[config.mk]
export PLATFORM = sky130hd
export DESIGN_NAME = multicycle_ctrl_flat
export DESIGN_NICKNAME = d
export VERILOG_FILES = /design/src/rtl/multicycle_ctrl_if.sv /design/src/rtl/multicycle_ctrl.sv /design/src/flat_wrapper.sv
export SDC_FILE = /design/constraint.sdc
export NUM_CORES = 1
export LEC_CHECK = 0
export BUFFER_PORTS_ARGS = -buffer_cell sky130_fd_sc_hd__buf_4
export CORE_AREA = 2 2 94 73
export CTS_BUF_LIST = sky130_fd_sc_hd__clkbuf_8
export DETAILED_ROUTE_END_ITERATION = 8
export DIE_AREA = 0 0 96 75
export PLACE_DENSITY = 0.65
export SYNTH_ARGS = -nofsm -noshare
export SYNTH_HDL_FRONTEND = slang
export SYNTH_SLANG_ARGS = --single-unit
[constraint.sdc]
create_clock -name clock -period 2.9 [get_ports clock]
set_clock_uncertainty 0.2 [all_clocks]
set_input_delay 0 -clock clock [delete_from_list [all_inputs] [get_ports clock]]
set_output_delay 0 -clock clock [all_outputs]
set_load 0.03 [all_outputs]
[src/rtl/multicycle_ctrl_if.sv]
// -----------------------------------------------------------------------------
// multicycle_ctrl_if
// Bundle between the multicycle control FSM and the MIPS-subset datapath.
//   Datapath -> control : OpCode[5:0], Funct[5:0], Overflow, Zero
//   Control -> datapath : ALU/PC mux selects (ALUSrcA, ALUSrcB, ALUOp, PCSource),
//                         write enables (PCWrite, MemWr, IRWrite, WriteRegA,
//                         WriteRegB, ALUOutControl, RegWrite, EPCWrite),
//                         address/write-data/destination selects (Iord,
//                         MemToReg, RegDst), shifter controls (ShiftControl,
//                         ShiftSrc, ShiftAmt), ExcCause and StateOut.
// master = control unit, slave = datapath.
// -----------------------------------------------------------------------------
interface multicycle_ctrl_if;
    logic [5:0] OpCode;
    logic [5:0] Funct;
    logic       Overflow;
    logic       Zero;
    logic [1:0] ALUSrcA;
    logic [2:0] ALUSrcB;
    logic [2:0] ALUOp;
    logic [2:0] PCSource;
    logic       PCWrite;
    logic       MemWr;
    logic       IRWrite;
    logic       WriteRegA;
    logic       WriteRegB;
    logic       ALUOutControl;
    logic       RegWrite;
    logic       EPCWrite;
    logic [2:0] Iord;
    logic [3:0] MemToReg;
    logic [1:0] RegDst;
    logic [2:0] ShiftControl;
    logic       ShiftSrc;
    logic       ShiftAmt;
    logic [1:0] ExcCause;
    logic [6:0] StateOut;

    modport master (
        input  OpCode, Funct, Overflow, Zero,
        output ALUSrcA, ALUSrcB, ALUOp, PCSource, PCWrite, MemWr, IRWrite,
               WriteRegA, WriteRegB, ALUOutControl, RegWrite, EPCWrite,
               Iord, MemToReg, RegDst, ShiftControl, ShiftSrc, ShiftAmt,
               ExcCause, StateOut
    );

    modport slave (
        output OpCode, Funct, Overflow, Zero,
        input  ALUSrcA, ALUSrcB, ALUOp, PCSource, PCWrite, MemWr, IRWrite,
               WriteRegA, WriteRegB, ALUOutControl, RegWrite, EPCWrite,
               Iord, MemToReg, RegDst, ShiftControl, ShiftSrc, ShiftAmt,
               ExcCause, StateOut
    );
endinterface

[src/rtl/multicycle_ctrl.sv]
// -----------------------------------------------------------------------------
// multicycle_ctrl
// Multicycle control FSM for the MIPS-subset datapath: fetch, memory wait,
// decode, execute and write-back per instruction, with beq/bne, shifts, jr,
// rte, break, and overflow / illegal-opcode exceptions with vectored entry.
// Ports:
//   clock  - system clock, rising edge
//   reset  - asynchronous, active-low; forces RESET state and its outputs
//   bus    - multicycle_ctrl_if.master (instruction fields, ALU flags in;
//            every datapath select / write enable, ExcCause, StateOut out)
// Parameters:
//   MEM_LAT    - memory read latency in cycles (1..7)
//   EXC_ENABLE - 1 enables overflow / illegal-opcode exceptions
// The control word is registered from the next state, so each output equals
// the Moore value of the current state. Only the branch PCWrite term is
// combinational, because it depends on this cycle's Zero flag.
// -----------------------------------------------------------------------------
module multicycle_ctrl #(
    parameter int MEM_LAT    = 2,
    parameter int EXC_ENABLE = 1
) (
    input  logic              clock,
    input  logic              reset,
    multicycle_ctrl_if.master bus
);
    typedef enum logic [6:0] {
        ST_RESET   = 7'd1,  ST_FETCH   = 7'd2,  ST_MEMWAIT = 7'd3,
        ST_DECODE  = 7'd4,  ST_ADD     = 7'd5,  ST_SUB     = 7'd6,
        ST_AND     = 7'd7,  ST_ADDI    = 7'd8,  ST_WBR     = 7'd9,
        ST_WBI     = 7'd10, ST_SLL     = 7'd11, ST_SLLV    = 7'd12,
        ST_SHIFT   = 7'd13, ST_SHWB    = 7'd14, ST_BEQ     = 7'd15,
        ST_BNE     = 7'd16, ST_JR      = 7'd17, ST_RTE     = 7'd18,
        ST_BREAK   = 7'd19, ST_EXC     = 7'd20, ST_EXCWAIT = 7'd21,
        ST_EXCLOAD = 7'd22
    } state_t;

    typedef struct packed {
        logic [1:0] alu_src_a;
        logic [2:0] alu_src_b;
        logic [2:0] alu_op;
        logic [2:0] pc_source;
        logic       pc_write;
        logic       mem_wr;
        logic       ir_write;
        logic       write_reg_a;
        logic       write_reg_b;
        logic       alu_out_control;
        logic       reg_write;
        logic       epc_write;
        logic [2:0] iord;
        logic [3:0] mem_to_reg;
        logic [1:0] reg_dst;
        logic [2:0] shift_control;
        logic       shift_src;
        logic       shift_amt;
    } ctrl_t;

    localparam logic [2:0] LAT_C      = 3'(MEM_LAT);
    localparam logic       EXC_ON     = (EXC_ENABLE != 0);
    localparam logic [1:0] CAUSE_NONE = 2'd0;
    localparam logic [1:0] CAUSE_ILL  = 2'd1;
    localparam logic [1:0] CAUSE_OVF  = 2'd2;

    state_t     state_r;
    state_t     state_nxt_s;
    logic [2:0] cnt_r;
    logic [2:0] cnt_nxt_s;
    logic [1:0] cause_r;
    logic [1:0] cause_nxt_s;
    logic       is_sll_r;
    logic       is_sll_nxt_s;
    ctrl_t      ctrl_r;
    ctrl_t      ctrl_nxt_s;
    logic       branch_take_s;

    // Instruction dispatch; ST_EXC stands for "not a supported instruction".
    function automatic state_t dispatch_f(input logic [5:0] op, input logic [5:0] fn);
        state_t st;
        case (op)
            6'h00: begin
                case (fn)
                    6'h20:   st = ST_ADD;
                    6'h22:   st = ST_SUB;
                    6'h24:   st = ST_AND;
                    6'h00:   st = ST_SLL;
                    6'h04:   st = ST_SLLV;
                    6'h08:   st = ST_JR;
                    6'h0D:   st = ST_BREAK;
                    6'h13:   st = ST_RTE;
                    default: st = ST_EXC;
                endcase
            end
            6'h08:   st = ST_ADDI;
            6'h04:   st = ST_BEQ;
            6'h05:   st = ST_BNE;
            default: st = ST_EXC;
        endcase
        return st;
    endfunction

    // Moore control word for a state; cnt/cause/is_sll are the values held in that state.
    function automatic ctrl_t ctrl_for(input state_t st, input logic [2:0] cnt,
                                       input logic [1:0] cause, input logic is_sll);
        ctrl_t c;
        c = '0;
        case (st)
            ST_RESET: begin
                c.reg_dst    = 2'd1;
                c.mem_to_reg = 4'd8;
                c.reg_write  = 1'b1;
            end
            ST_FETCH: begin
                c.alu_src_b = 3'd1;
                c.alu_op    = 3'd1;
                c.pc_write  = 1'b1;
            end
            ST_MEMWAIT: c.ir_write = (cnt == 3'd1);
            ST_DECODE: begin
                c.write_reg_a     = 1'b1;
                c.write_reg_b     = 1'b1;
                c.alu_src_b       = 3'd3;
                c.alu_op          = 3'd1;
                c.alu_out_control = 1'b1;
            end
            ST_ADD, ST_SUB, ST_AND: begin
                c.alu_src_a       = 2'd2;
                c.alu_op          = (st == ST_ADD) ? 3'd1 : ((st == ST_SUB) ? 3'd2 : 3'd3);
                c.alu_out_control = 1'b1;
            end
            ST_ADDI: begin
                c.alu_src_a       = 2'd2;
                c.alu_src_b       = 3'd2;
                c.alu_op          = 3'd1;
                c.alu_out_control = 1'b1;
            end
            ST_WBR: begin
                c.reg_dst   = 2'd3;
                c.reg_write = 1'b1;
            end
            ST_WBI: c.reg_write = 1'b1;
            ST_SLL, ST_SLLV: begin
                c.shift_control = 3'd1;
                c.write_reg_b   = 1'b1;
                c.shift_src     = is_sll;
                c.shift_amt     = is_sll;
            end
            ST_SHIFT: begin
                c.shift_control = 3'd2;
                c.shift_src     = is_sll;
                c.shift_amt     = is_sll;
            end
            ST_SHWB: begin
                c.mem_to_reg = 4'd4;
                c.reg_dst    = 2'd3;
                c.reg_write  = 1'b1;
                c.shift_src  = is_sll;
                c.shift_amt  = is_sll;
            end
            ST_BEQ, ST_BNE: begin
                c.alu_src_a = 2'd2;
                c.alu_op    = 3'd2;
                c.pc_source = 3'd1;
            end
            ST_JR: begin
                c.pc_source = 3'd4;
                c.pc_write  = 1'b1;
            end
            ST_RTE: begin
                c.pc_source = 3'd3;
                c.pc_write  = 1'b1;
            end
            ST_BREAK: begin
                c.alu_src_b = 3'd1;
                c.alu_op    = 3'd2;
                c.pc_write  = 1'b1;
            end
            ST_EXC: begin
                c.alu_src_b = 3'd1;
                c.alu_op    = 3'd2;
                c.epc_write = 1'b1;
                c.iord      = (cause == CAUSE_OVF) ? 3'd4 : 3'd3;
            end
            ST_EXCWAIT: c.iord = (cause == CAUSE_OVF) ? 3'd4 : 3'd3;
            ST_EXCLOAD: begin
                c.pc_source = 3'd2;
                c.pc_write  = 1'b1;
            end
            default: c = '0;
        endcase
        return c;
    endfunction

    // Next-state, counter, exception-cause and shift-source computation.
    always_comb begin
        state_nxt_s  = state_r;
        cnt_nxt_s    = cnt_r;
        cause_nxt_s  = cause_r;
        is_sll_nxt_s = is_sll_r;
        case (state_r)
            ST_RESET: state_nxt_s = ST_FETCH;
            ST_FETCH: begin
                state_nxt_s = ST_MEMWAIT;
                cnt_nxt_s   = LAT_C;
            end
            ST_MEMWAIT: begin
                cnt_nxt_s = cnt_r - 3'd1;
                // <= 1 rather than == 1 so a corrupted zero count cannot stall the core
                if (cnt_r <= 3'd1) begin
                    state_nxt_s = ST_DECODE;
                end else begin
                    state_nxt_s = ST_MEMWAIT;
                end
            end
            ST_DECODE: begin
                state_nxt_s  = dispatch_f(bus.OpCode, bus.Funct);
                is_sll_nxt_s = (state_nxt_s == ST_SLL);
                if (state_nxt_s != ST_EXC) begin
                    cause_nxt_s = cause_r;
                end else if (EXC_ON) begin
                    cause_nxt_s = CAUSE_ILL;
                end else begin
                    state_nxt_s = ST_FETCH;
                end
            end
            ST_ADD, ST_SUB, ST_ADDI: begin
                if (bus.Overflow && EXC_ON) begin
                    state_nxt_s = ST_EXC;
                    cause_nxt_s = CAUSE_OVF;
                end else begin
                    state_nxt_s = (state_r == ST_ADDI) ? ST_WBI : ST_WBR;
                end
            end
            ST_AND:           state_nxt_s = ST_WBR;
            ST_SLL, ST_SLLV:  state_nxt_s = ST_SHIFT;
            ST_SHIFT:         state_nxt_s = ST_SHWB;
            ST_EXC: begin
                state_nxt_s = ST_EXCWAIT;
                cnt_nxt_s   = LAT_C;
            end
            ST_EXCWAIT: begin
                cnt_nxt_s = cnt_r - 3'd1;
                if (cnt_r <= 3'd1) begin
                    state_nxt_s = ST_EXCLOAD;
                end else begin
                    state_nxt_s = ST_EXCWAIT;
                end
            end
            ST_WBR, ST_WBI, ST_SHWB, ST_BEQ, ST_BNE, ST_JR, ST_RTE, ST_BREAK, ST_EXCLOAD:
                state_nxt_s = ST_FETCH;
            default: state_nxt_s = ST_FETCH;
        endcase
        // the cause stays visible to the handler until the next instruction starts
        if (state_nxt_s == ST_FETCH) begin
            cause_nxt_s = CAUSE_NONE;
        end else begin
            cause_nxt_s = cause_nxt_s;
        end
        ctrl_nxt_s = ctrl_for(state_nxt_s, cnt_nxt_s, cause_nxt_s, is_sll_nxt_s);
    end

    // FSM state, counter and registered control word.
    always_ff @(posedge clock or negedge reset) begin
        if (!reset) begin
            state_r  <= ST_RESET;
            cnt_r    <= 3'd0;
            cause_r  <= CAUSE_NONE;
            is_sll_r <= 1'b0;
            ctrl_r   <= ctrl_for(ST_RESET, 3'd0, CAUSE_NONE, 1'b0);
        end else begin
            state_r  <= state_nxt_s;
            cnt_r    <= cnt_nxt_s;
            cause_r  <= cause_nxt_s;
            is_sll_r <= is_sll_nxt_s;
            ctrl_r   <= ctrl_nxt_s;
        end
    end

    assign branch_take_s = ((state_r == ST_BEQ) &&  bus.Zero) ||
                           ((state_r == ST_BNE) && !bus.Zero);

    assign bus.ALUSrcA       = ctrl_r.alu_src_a;
    assign bus.ALUSrcB       = ctrl_r.alu_src_b;
    assign bus.ALUOp         = ctrl_r.alu_op;
    assign bus.PCSource      = ctrl_r.pc_source;
    assign bus.PCWrite       = ctrl_r.pc_write | branch_take_s;
    assign bus.MemWr         = ctrl_r.mem_wr;
    assign bus.IRWrite       = ctrl_r.ir_write;
    assign bus.WriteRegA     = ctrl_r.write_reg_a;
    assign bus.WriteRegB     = ctrl_r.write_reg_b;
    assign bus.ALUOutControl = ctrl_r.alu_out_control;
    assign bus.RegWrite      = ctrl_r.reg_write;
    assign bus.EPCWrite      = ctrl_r.epc_write;
    assign bus.Iord          = ctrl_r.iord;
    assign bus.MemToReg      = ctrl_r.mem_to_reg;
    assign bus.RegDst        = ctrl_r.reg_dst;
    assign bus.ShiftControl  = ctrl_r.shift_control;
    assign bus.ShiftSrc      = ctrl_r.shift_src;
    assign bus.ShiftAmt      = ctrl_r.shift_amt;
    assign bus.ExcCause      = cause_r;
    assign bus.StateOut      = state_r;
endmodule
[src/flat_wrapper.sv]
// flat-port wrapper written by rule: the top's interface ports become plain ports
module multicycle_ctrl_flat 
#(
    parameter int MEM_LAT    = 2,
    parameter int EXC_ENABLE = 1
)
  (clock, reset, bus_OpCode, bus_Funct, bus_Overflow, bus_Zero, bus_ALUSrcA, bus_ALUSrcB, bus_ALUOp, bus_PCSource, bus_PCWrite, bus_MemWr, bus_IRWrite, bus_WriteRegA, bus_WriteRegB, bus_ALUOutControl, bus_RegWrite, bus_EPCWrite, bus_Iord, bus_MemToReg, bus_RegDst, bus_ShiftControl, bus_ShiftSrc, bus_ShiftAmt, bus_ExcCause, bus_StateOut);
  multicycle_ctrl_if bus_i ();
  input  logic clock;
  input  logic reset;
  input wire logic [$bits(bus_i.OpCode)-1:0] bus_OpCode;
  input wire logic [$bits(bus_i.Funct)-1:0] bus_Funct;
  input wire logic [$bits(bus_i.Overflow)-1:0] bus_Overflow;
  input wire logic [$bits(bus_i.Zero)-1:0] bus_Zero;
  output wire logic [$bits(bus_i.ALUSrcA)-1:0] bus_ALUSrcA;
  output wire logic [$bits(bus_i.ALUSrcB)-1:0] bus_ALUSrcB;
  output wire logic [$bits(bus_i.ALUOp)-1:0] bus_ALUOp;
  output wire logic [$bits(bus_i.PCSource)-1:0] bus_PCSource;
  output wire logic [$bits(bus_i.PCWrite)-1:0] bus_PCWrite;
  output wire logic [$bits(bus_i.MemWr)-1:0] bus_MemWr;
  output wire logic [$bits(bus_i.IRWrite)-1:0] bus_IRWrite;
  output wire logic [$bits(bus_i.WriteRegA)-1:0] bus_WriteRegA;
  output wire logic [$bits(bus_i.WriteRegB)-1:0] bus_WriteRegB;
  output wire logic [$bits(bus_i.ALUOutControl)-1:0] bus_ALUOutControl;
  output wire logic [$bits(bus_i.RegWrite)-1:0] bus_RegWrite;
  output wire logic [$bits(bus_i.EPCWrite)-1:0] bus_EPCWrite;
  output wire logic [$bits(bus_i.Iord)-1:0] bus_Iord;
  output wire logic [$bits(bus_i.MemToReg)-1:0] bus_MemToReg;
  output wire logic [$bits(bus_i.RegDst)-1:0] bus_RegDst;
  output wire logic [$bits(bus_i.ShiftControl)-1:0] bus_ShiftControl;
  output wire logic [$bits(bus_i.ShiftSrc)-1:0] bus_ShiftSrc;
  output wire logic [$bits(bus_i.ShiftAmt)-1:0] bus_ShiftAmt;
  output wire logic [$bits(bus_i.ExcCause)-1:0] bus_ExcCause;
  output wire logic [$bits(bus_i.StateOut)-1:0] bus_StateOut;
  assign bus_i.OpCode = bus_OpCode;
  assign bus_i.Funct = bus_Funct;
  assign bus_i.Overflow = bus_Overflow;
  assign bus_i.Zero = bus_Zero;
  assign bus_ALUSrcA = bus_i.ALUSrcA;
  assign bus_ALUSrcB = bus_i.ALUSrcB;
  assign bus_ALUOp = bus_i.ALUOp;
  assign bus_PCSource = bus_i.PCSource;
  assign bus_PCWrite = bus_i.PCWrite;
  assign bus_MemWr = bus_i.MemWr;
  assign bus_IRWrite = bus_i.IRWrite;
  assign bus_WriteRegA = bus_i.WriteRegA;
  assign bus_WriteRegB = bus_i.WriteRegB;
  assign bus_ALUOutControl = bus_i.ALUOutControl;
  assign bus_RegWrite = bus_i.RegWrite;
  assign bus_EPCWrite = bus_i.EPCWrite;
  assign bus_Iord = bus_i.Iord;
  assign bus_MemToReg = bus_i.MemToReg;
  assign bus_RegDst = bus_i.RegDst;
  assign bus_ShiftControl = bus_i.ShiftControl;
  assign bus_ShiftSrc = bus_i.ShiftSrc;
  assign bus_ShiftAmt = bus_i.ShiftAmt;
  assign bus_ExcCause = bus_i.ExcCause;
  assign bus_StateOut = bus_i.StateOut;
  multicycle_ctrl #(.MEM_LAT(MEM_LAT), .EXC_ENABLE(EXC_ENABLE)) u_core (.clock(clock), .reset(reset), .bus(bus_i));
endmodule
* Yosys cells after proc, flatten, opt, wreduce, memory -nomap -nowiden *
Index checks and enable logic that the tools add are counted.

storage, ports and cells
  memories kept = 0
  input port bits = 16
  ROM bits = 0
  register bits after elaboration = 43
  output and inout bits = 42
  word-level logic and storage cells = 131
  latch bits = 0
  RAM bits = 0

operators by class
  reduce and logical (&&, ||, !) cells = 24
  mux-type cells = 33
  order comparisons = 1
  divide/modulo/power cells = 0
  equal/unequal tests = 50
  add/sub/neg operators = 1
  shift-type cells = 0
  $mul = 0
  bitwise operators = 1

operators by type and width
  operator                                                         count
  7-bit by 4-bit == test with 1-bit output, second input constant  14
  7-bit by 5-bit == test with 1-bit output, second input constant  10
  7-bit case mux with 9 select lines                               1
  7-bit by 3-bit == test with 1-bit output, second input constant  8
  5-bit case mux with 8 select lines                               1
  7-bit by 2-bit == test with 1-bit output, second input constant  4
  5-bit case mux with 4 select lines                               1
  6-bit by 3-bit == test with 1-bit output, second input constant  3
  6-bit by 4-bit == test with 1-bit output, second input constant  3
  6-bit == test, second input constant                             3
  3-bit OR reduction                                               5
  2-bit two-way mux                                                7
  7-bit two-way mux                                                2
  2-bit OR reduction                                               7
  6-bit logical NOT                                                2
  3-bit two-way mux                                                4
  2-bit case mux with 2 select lines                               3
  3-bit case mux with 4 select lines                               1
  4-bit OR reduction                                               3
  5-bit OR reduction                                               2
  1-bit two-way mux                                                9
  3-bit case mux with 3 select lines                               1
  4-bit case mux with 2 select lines                               1
  7-bit by 1-bit == test with 1-bit output, second input constant  1
  other kinds (13)                                                 14

* Longest topological paths before layout *
  depth in word-level cells = 11
  gate-level depth with buffers = 10
  depth with buffers taken out = 10

* Least setup slack after synthesis *
OpenSTA, ideal clock, no wires.

  path type = reg-to-reg
  start point = register u_core.state_r[4], in the netlist u_core.bus.StateOut[4]
  end point = register u_core.ctrl_r (netlist bit u_core.bus.ALUSrcB[0])
  setup time = 126 ps
  cell stages (with the launch flop) = 9
  buffers on the path = 2
  period minus slack after synthesis = 2,669 ps
  arrival time = 2,342 ps
  data required time = 2,574 ps
  path slack = 231 ps
  cells stage by stage = dfrtp_1 buf_4 nand2b_2 or3_1 buf_4 or4_1 nand3_1 nor3_1 a311o_1

RTL lines
  what                    RTL line                RTL
  from (decl)             multicycle_ctrl.sv:64   state_t state_r;
  from (signal assigned)  multicycle_ctrl.sv:270  state_r <= state_nxt_s;
  to (signal assigned)    multicycle_ctrl.sv:268  ctrl_r <= ctrl_for(ST_RESET, 3'd0, CAUSE_NONE, 1'b0);
  to (signal assigned)    multicycle_ctrl.sv:274  ctrl_r <= ctrl_nxt_s;
  to (decl)               multicycle_ctrl.sv:72   ctrl_t ctrl_r;

==> impl_results.md <==
- First-pass GRT wire length: just under 10 mm
- Min Tclk post-route: roughly 2800 ps
- Slew headroom: 64.9%
- # port buffers: 48
- Sequential area share after synthesis: a little over a third
- Clock power frac: 11.9%
- Final period util: a little over nine tenths
- CTS Buf Count: 5
- Critical path arrival: around 2800 ps
- Filler instances: 606
- CTS tree: built
- Tot GR Track Use: 17.7%
- Share of cells above drive strength 1: about a third
- Pre-antenna DRT Iters: 4
- CP Data Required Time: 2930 ps
- Initial core utilization: about two fifths
- Syn_area_per_cell: 9.09 um^2
- Vias per cell: ~5.4
- Max-slew violations: 0
- Max reg flops: 5
- GP Congestion: 0.886
- Storage cell area: about 880 um^2
- Maximum vdd drop: 0.000332 V
- Setup TNS: 0 ps
- Outcome: finished with violations
- Net Sw Frac: 49.0%
- R2R depth: 6
- Maxcap violations: 0
- Commonest non-fill, non-tap cell in the layout: buf_4
- Clock slew seen by the registers of the worst setup and hold paths: 80 ps
- RSZ-0062 raised after global routing: no
- FF-to-FF setup slack: 140 ps
- CP Launch Point: u_core.bus.StateOut[1]$_DFF_PN0_
- Logic pwr share: 62.1%
- Max Clk Rate: 0.363 GHz
- Most frequent cells in the layout: 63 x buf_4, 31 x dfrtp_1, 22 x nor2_1
- CP Cell Sequence: or2_1, or3_1, nor3_2, nand2b_1, o31ai_1, a21boi_2
- Delay-heaviest family, CP: simple AND/OR/NAND/NOR gates
- Clock sinks: 35
- Levels on crit path: 6
- Synthesized instance count: 270
- CP max stage delay: 550 ps
- Finish-stage setup viols: 0
- Synth Flop Type: dfrtp_1
- R2R Path End: u_core.bus.ShiftAmt$_DFF_PN0_
- Crit Path Max Fanout: 17
- DRC Markers: 0
- EDFF count, synth: 0
- Multi-input gate area: roughly 1300 um^2
- CP max-delay cell: dfrtp_1
- Failing checks: negative hold slack
- Chip height: 75 um
- Leak Pwr: 1.30 nW
- Share of flip-flops with an asynchronous set or reset: 100%
- Vias: approximately 2100
- Final hold violations: 6
- Yosys reg bits: 35
- Root Driver: clkbuf_8
- Iteration-0 DRC Markers: approximately 120
- Die width: between 90 and 100 um
- Initial antenna violation count: 0
- WP buf/inv: 0
- I/O pins: 58
- Worst Setup End Kind: flop
- Class of the worst hold path: in2async
- Min Hold Slack: -7.48 ps
- Cell-internal power: between 1.5 and 2 mW
- DP Cell Count: 380
- Pwr/cell area: 1060 nW/um^2
- Share of power burned in registers: 26.0%
- Fin nets: between 300 and 400
- Post-DP HPWL: 4.45 mm
- Non-Filler Instances: 391
- GRT overflow: 0
- Rows: 25
- Die area: 7200 um^2
- Yosys cell types: 74
- Crit Path Class: reg2reg
- Least-Margin Pin Slew: 514 ps
- Layout area overhead: 17.6%
- Critical Path End: u_core.bus.ShiftAmt$_DFF_PN0_
- Synth warn: 0
- Ant diodes: 0
- ANT nets after route: 0
- Mapped cell area: 2450 um^2
- Worst skew pair latency: 300 ps
- Core area: a little over 6000 um^2
- WL per Instance: 15.3 um
- Routed wire length: 6.00 mm
- Max Buffers Root-to-Sink: 2
- R2r startpoint: u_core.bus.StateOut[1]$_DFF_PN0_
- Number of global-route vias before repair: 1910
- Crit path launch type: flop
- H-tree depth: 2
- Largest net degree at the start of global routing: 36
- Switch Pwr: 1.50 mW
[area by class of cell]
type	instances	share of cell area, %
Multi-Input combinational cell	191	44.3
Sequential cell	35	30.5
Timing Repair Buffer	65	17.1
Tap cell	81	3.51
Clock buffer	5	2.39
Inverter	11	1.52
Clock inverter	3	0.694
[power by group through the flow]
stage	clock, mW	combinational (mW)	sequential, mW
after global placement	0	1.85	0.802
final	0.365	1.90	0.796
after detailed placement	0	1.86	0.800
after global routing	0.398	2.08	0.822
after CTS	0.376	1.87	0.792
after floorplan	0	1.37	0.828
[worst min path at each step]
stage                        from                                to
global route        bus_OpCode[0]         u_core.is_sll_r$_DFF_PN0_
floorplan                   reset     u_core.bus.ALUOp[0]$_DFF_PN0_
detailed placement          reset  u_core.bus.StateOut[3]$_DFF_PN0_
global placement            reset    u_core.bus.RegDst[1]$_DFF_PN0_
finish                      reset    u_core.bus.RegDst[1]$_DFF_PN0_
CTS                 bus_OpCode[3]  u_core.bus.PCSource[0]$_DFF_PN0_
[metrics by stage]
step,setup slack (ps),cell area (um^2),utilization (%),power (mW)
after floorplan,231,2490,-,2.19
after global placement,123,2750,44.2,2.65
after detailed placement,128,2750,44.2,2.66
after CTS,103,2860,45.9,3.04
after global routing,16.8,2890,46.4,3.30
final,142,2890,46.4,3.06
[Yosys cell counts, types with 5 or more instances]
master   number  area (um^2)
nand2_1      17         63.8
inv_1         7         26.3
o22ai_1       5         31.3
o31ai_1       5         37.5
o21ai_0      12         60.1
nor3_1       11         55.1
buf_4        31          233
nand3_1       6         30.0
dfrtp_1      31          776
nor2_1       22         82.6
buf_2         5         25.0
a21oi_1      17         85.1
[metal layers]
layer | vias up | GRT usage, % | routed length, um
li1 | 1022 | - | -
met1 | 995 | 26.2 | 2840
met2 | 76 | 25.9 | 2680
met3 | 6 | 3.70 | 396
met4 | 0 | 5.71 | 77
met5 | - | 0 | 0
[cells by family after synthesis]
group | count (synthesis) | share of synthesized area (%)
flip-flops | 35 | 35.9
multiplexers | 2 | 0.867
AND/OR/NAND/NOR | 98 | 23.4
other | 1 | 0.153
buffers and inverters | 53 | 14.1
AO/OA/AOI/OAI | 79 | 24.6
adder cells (fa/ha/maj) | 2 | 1.02
[what timing repair did]
action / CTS / global route
endpoints found under the setup margin: 0 / 6
resized for setup: 0 / 3
hold buffers: 2 / 0
endpoints found under the hold margin: 37 / 0
buffers inserted: 0 / 1
(Power assumes the default switching activity.)
